### config.mk
export PLATFORM = sky130hd
export DESIGN_NAME = rf_wb_arbiter
export DESIGN_NICKNAME = d
export VERILOG_FILES = /design/src/rtl/rf_wb_arbiter.sv
export SDC_FILE = /design/constraint.sdc
export NUM_CORES = 1
export LEC_CHECK = 0
export ABC_AREA = 0
export CAP_MARGIN = 20
export CELL_PAD_IN_SITES_DETAIL_PLACEMENT = 0
export CELL_PAD_IN_SITES_GLOBAL_PLACEMENT = 1
export CORE_ASPECT_RATIO = 1.2
export CORE_UTILIZATION = 32
export DETAILED_ROUTE_END_ITERATION = 12
export PLACE_DENSITY = 0.84
export SETUP_SLACK_MARGIN = 0.05
export SLEW_MARGIN = 20
export SYNTH_ARGS = -nofsm -noshare
export SYNTH_HDL_FRONTEND = slang
export SYNTH_SLANG_ARGS = --single-unit
### constraint.sdc
create_clock -name clk -period 5.1 [get_ports clk]
set_clock_uncertainty 0.05 [all_clocks]
set_input_delay 0.765 -clock clk [delete_from_list [all_inputs] [get_ports clk]]
set_output_delay 0.765 -clock clk [all_outputs]
set_load 0.05 [all_outputs]
### src/rtl/rf_wb_arbiter.sv
// Writeback arbiter for the register-file write port: round-robin between ALU and load unit,
// registered write stage, and a pending-write scoreboard. Optional bypass: RF_WB_BYPASS_EN.
module rf_wb_arbiter #(
  parameter int unsigned XLEN = 32,
  parameter int unsigned NREG = 32
) (
  input  logic            clk,
  input  logic            rst_n,
  input  logic            req0_valid,
  input  logic [4:0]      req0_rd,
  input  logic [XLEN-1:0] req0_data,
  output logic            req0_ready,
  input  logic            req1_valid,
  input  logic [4:0]      req1_rd,
  input  logic [XLEN-1:0] req1_data,
  output logic            req1_ready,
  input  logic            iss_valid,
  input  logic [4:0]      iss_rd,
  output logic            rf_we,
  output logic [4:0]      rf_a3,
  output logic [XLEN-1:0] rf_wd3,
`ifdef RF_WB_BYPASS_EN
  input  logic [4:0]      byp_a1,
  input  logic [4:0]      byp_a2,
  output logic            byp_hit1,
  output logic            byp_hit2,
  output logic [XLEN-1:0] byp_data,
`endif
  output logic [NREG-1:0] busy
);

  logic            r_rr_last;  // index of the last nonzero grant
  logic            r_rf_we;
  logic [4:0]      r_rf_a3;
  logic [XLEN-1:0] r_rf_wd3;
  logic [NREG-1:0] r_busy;

  logic            w_nz0, w_nz1, w_gnt0, w_gnt1, w_acc;
  logic [4:0]      w_acc_rd;
  logic [XLEN-1:0] w_acc_data;
  logic            w_clr_en;
  logic [4:0]      w_clr_rd;
  logic [NREG-1:0] w_set, w_clr, w_busy_d;

  always_comb begin
    w_nz0 = req0_valid && (req0_rd != 5'd0);
    w_nz1 = req1_valid && (req1_rd != 5'd0);
    w_gnt0 = w_nz0 && (!w_nz1 || r_rr_last);
    w_gnt1 = w_nz1 && (!w_nz0 || !r_rr_last);
    // x0 writes are sunk immediately without consuming a grant
    req0_ready = (req0_valid && (req0_rd == 5'd0)) || w_gnt0;
    req1_ready = (req1_valid && (req1_rd == 5'd0)) || w_gnt1;
    w_acc      = w_gnt0 || w_gnt1;
    w_acc_rd   = w_gnt0 ? req0_rd : req1_rd;
    w_acc_data = w_gnt0 ? req0_data : req1_data;
  end

`ifdef RF_WB_BYPASS_EN
  assign w_clr_en = w_acc;
  assign w_clr_rd = w_acc_rd;
  assign byp_hit1 = r_rf_we && (r_rf_a3 != 5'd0) && (r_rf_a3 == byp_a1);
  assign byp_hit2 = r_rf_we && (r_rf_a3 != 5'd0) && (r_rf_a3 == byp_a2);
  assign byp_data = r_rf_wd3;
`else
  assign w_clr_en = r_rf_we;
  assign w_clr_rd = r_rf_a3;
`endif

  always_comb begin
    w_set = '0;
    w_clr = '0;
    if (iss_valid && (iss_rd != 5'd0)) w_set[iss_rd] = 1'b1;
    if (w_clr_en && (w_clr_rd != 5'd0)) w_clr[w_clr_rd] = 1'b1;
    // set after clear so a newer producer keeps the bit
    w_busy_d    = (r_busy & ~w_clr) | w_set;
    w_busy_d[0] = 1'b0;
  end

  always_ff @(posedge clk or negedge rst_n) begin
    if (!rst_n) begin
      r_rr_last <= 1'b1;
      r_rf_we   <= 1'b0;
      r_rf_a3   <= 5'd0;
      r_rf_wd3  <= '0;
      r_busy    <= '0;
    end else begin
      r_rf_we <= w_acc;
      if (w_acc) begin
        r_rf_a3   <= w_acc_rd;
        r_rf_wd3  <= w_acc_data;
        r_rr_last <= w_gnt1;
      end
      r_busy <= w_busy_d;
    end
  end

  assign rf_we  = r_rf_we;
  assign rf_a3  = r_rf_a3;
  assign rf_wd3 = r_rf_wd3;
  assign busy   = r_busy;

endmodule
==> impl_results.rst <==
.. list-table::
   :header-rows: 1

   * - Metric
     - Value
   * - Antenna diode instance count
     - 0
   * - H-tree depth
     - 3
   * - Worst-path maximum fanout
     - 2
   * - Max-Cap Viols
     - 0
   * - Sequential area share after synthesis
     - approximately 56%
   * - Cell type contributing the most total cell area after synthesis
     - dfrtp_1
   * - # IOs
     - 156
   * - Sink count of the clock tree
     - 70
   * - Post-synthesis net count
     - 362
   * - Latest clock arrival within the worst-skew pair
     - 0.33 ns
   * - Share of flip-flops with an asynchronous set or reset
     - 100%
   * - CTS Hold Bufs
     - 0
   * - Count of flip-flops with a built-in enable after synthesis
     - 0
   * - Die extent in x
     - slightly above 90 um
   * - Final standard cell count with taps included and fillers excluded
     - ~550
   * - Overall via count from detail_route
     - between 2000 and 3000
   * - Placer's final routability congestion estimate
     - 0.822
   * - Worst reg2reg path startpoint
     - r_rr_last$_DFFE_PN1P_
   * - Max Buffers Root-to-Sink
     - 2
   * - Maximum number of pins on one net before global-route repair
     - 71
   * - Largest family of logic cells by synthesized area
     - compound AO/OA/AOI/OAI gates
   * - Post-CTS Resized
     - 0
   * - Total negative slack for setup checks
     - 0 ns
   * - Top cells by area, synth
     - dfrtp_1 56%, a221o_1 12%, o21ai_0 10%
   * - Relative slew margins
     - 29.9%
   * - Yosys reg bits
     - 70
   * - Dominant register cell in the synthesized netlist
     - dfrtp_1
   * - Root buffer cell
     - clkbuf_16
   * - Syn_area_per_cell
     - 11.2 um2
   * - Net count of the finished layout
     - approximately 510
   * - Port Buffer Count
     - 154
   * - Detail-routed via count per cell
     - 5.34
   * - Area growth from synthesis to final layout
     - 61.5%
   * - Total count of max-transition violations in the final report
     - 0
   * - Share of synthesized cell area in full adder, half adder and majority cells
     - 0%
   * - Status
     - finished clean
   * - Setup repair bufs after CTS
     - 0
   * - DRT iter0 DRCs
     - 108
   * - Launch point of the worst path
     - req1_rd[0]
   * - Post-synth cell types
     - 29
   * - Standby leakage power
     - 1.93 nW
   * - Cell with the most instances after synthesis
     - dfrtp_1
   * - Detailed Route WL
     - 9740 um
   * - Total Routing Usage GR
     - 19.8%
   * - Vertical extent of the die
     - 110 um
   * - Slowest Stage Delay on Critical Path
     - 0.85 ns
   * - Number of antenna violations at the first check in global routing
     - 0
   * - Ratio of final minimum period to clock period
     - 73.7%
   * - Detailed-route wire length per cell
     - 17.6 um
   * - Pwr Total
     - 2.60 mW
   * - Min-Delay Path Class
     - register to register
   * - Total power divided by cell area
     - 518 nW/um2
   * - Arrival time at the worst endpoint
     - approximately 2.9 ns
   * - Post-route cell area
     - roughly 5000 um2
   * - DP HPWL
     - 6720 um
   * - Area of the core
     - 9470 um2
   * - Global-route wire length before repair
     - between 15000 and 20000 um
   * - Placed Instance Area
     - approximately 4700 um2
   * - Xor/xnor share of the synthesized area
     - 0%
   * - Worst hold slack after final layout
     - 0.441 ns
   * - CP endpoint kind
     - primary output
   * - Worst path most repeated cell
     - clkdlybuf4s50_1
   * - Drt pass-1 iters
     - 4
   * - Final Hold Fails
     - 0
   * - Area of the mapped netlist
     - ~3100 um2
   * - Ranking of synthesized cells by instance count
     - 69 x dfrtp_1, 62 x o21ai_0, 37 x a221o_1
   * - CTS tree
     - done
   * - Post-synthesis simple-gate area fraction
     - 15.6%
   * - Worst-case vdd ir drop
     - between 150 and 200 uV
   * - Clock edge transition at the registers on the reported setup and hold paths
     - roughly 0.050 ns
   * - Cells along the critical path
     - clkdlybuf4s50_1 > or3_4 > or3_1 > a21boi_0 > clkdlybuf4s50_1
   * - Fraction of final layout cells with drive strength greater than 1
     - 5.58%
   * - Worst Max-Slew Pin Slew
     - about 1.1 ns
   * - Path type of the worst setup path
     - primary input to primary output
   * - Antenna viol nets, final
     - 0
   * - Achievable clock frequency
     - between 200 and 300 MHz
   * - Leftover overflow at the end of global routing
     - 0
   * - Effective utilization at floorplan
     - 32.8%
   * - Die Area
     - 10100 um2
   * - Worst setup slack before clock tree synthesis
     - 1.36 ns
   * - Multiplexer area fraction after synthesis
     - 0%
   * - Worst path slowest cell
     - clkdlybuf4s50_1
   * - Number of endpoints failing setup at the final stage
     - 0
   * - Launch point of the worst hold path
     - r_rr_last$_DFFE_PN1P_
   * - Utilization after layout
     - 52.9%
   * - Unrepaired setup endpoints after global routing
     - no
   * - Count of placed standard cells including taps
     - 539
   * - Critical path required time
     - 4.28 ns
   * - Post-synthesis cell count
     - about 280
   * - Least setup slack across all paths after layout
     - 1.34 ns
   * - TritonCTS buffer count
     - 9
   * - DRC violations left
     - 0
   * - Synth warnings
     - 0
   * - Number of cell rows
     - 39
   * - Critical Path Start Type
     - primary input
   * - Share of the synthesized area in the top cell type
     - 55.6%
   * - Number of global-route vias before repair
     - 3028
   * - Compound-Gate Fraction of Synth Area
     - 24.2%
   * - Min Clock Period, post-route
     - roughly 3.8 ns
==> layout make-up <==
cell class	count	area, um2
Clock buffer	13	270
Clock inverter	1	5.00
Fill cell	855	4460
Inverter	2	7.51
Multi-Input combinational cell	187	1260
Sequential cell	70	1750
Tap cell	123	154
Timing Repair Buffer	157	1560
==> placed cells by master, fill, tap and decap left out, drive strengths merged <==
cell             n
nand4            1
clkdlybuf4s50  153
nand3b           5
nor3             1
o21ai           62
or2              1
clkinv           1
or3b             2
o21a             1
a21boi           3
nand2           13
buf              4
nor3b           32
dfstp            1
nor2b            3
o31ai            1
inv              2
conb             1
nor2            10
dfrtp           69
clkbuf          13
a21oi            2
o211a            1
a221o           37
nand3            6
or3              3
nand2b           2
==> layer usage <==
metal  vias to the layer above  track usage [%]  routed length (um)
met5                         -                0                   0
li1                       1361                -                   -
met1                      1440             24.1                4020
met4                         0             8.93                 108
met3                         7             6.36                 971
met2                       145             32.2                4640
==> flip-flops by register name, indices dropped and copies added, names as in the netlist <==
signal / flops
busy: 31
r_rr_last: 1
rf_we: 1
rf_wd3: 32
rf_a3: 5
==> kinds of logic (layout without fill, tap and decap cells) <==
| logic type | after synthesis | in the layout |
|---|---|---|
| buffers and inverters | 21 | 173 |
| other | 1 | 1 |
| and+or+nand+nor | 79 | 79 |
| DFF | 70 | 70 |
| AOI/OAI and AO/OA | 107 | 107 |
==> power by group <==
group / total, mW / internal, mW / switching, mW
logic: 1.20 / 0.410 / 0.789
registers: 0.817 / 0.715 / 0.102
clock network: 0.582 / 0.363 / 0.219
total: 2.60 / 1.49 / 1.11
==> final timing paths <==
kind                       depth (start not counted)                     end  slack (ns)
setup / recovery                                   5              req1_ready        1.34
hold / removal                                     2   r_rr_last$_DFFE_PN1P_        0.44
setup reg to reg                                   2  rf_wd3[16]$_DFFE_PN0P_        3.26
hold reg to reg                                    2   r_rr_last$_DFFE_PN1P_        0.44
max in group asynchronous                          2  rf_wd3[28]$_DFFE_PN0P_        3.83
min in group asynchronous                          2      busy[23]$_DFF_PN0_        0.61
==> critical path, delay by kind of cell <==
family	cells	cell delay [ns]
AO/OA/AOI/OAI	1	0.16
buffers and inverters	2	1.29
AND/OR/NAND/NOR	2	0.73
Power figures use the tool's default switching activity.
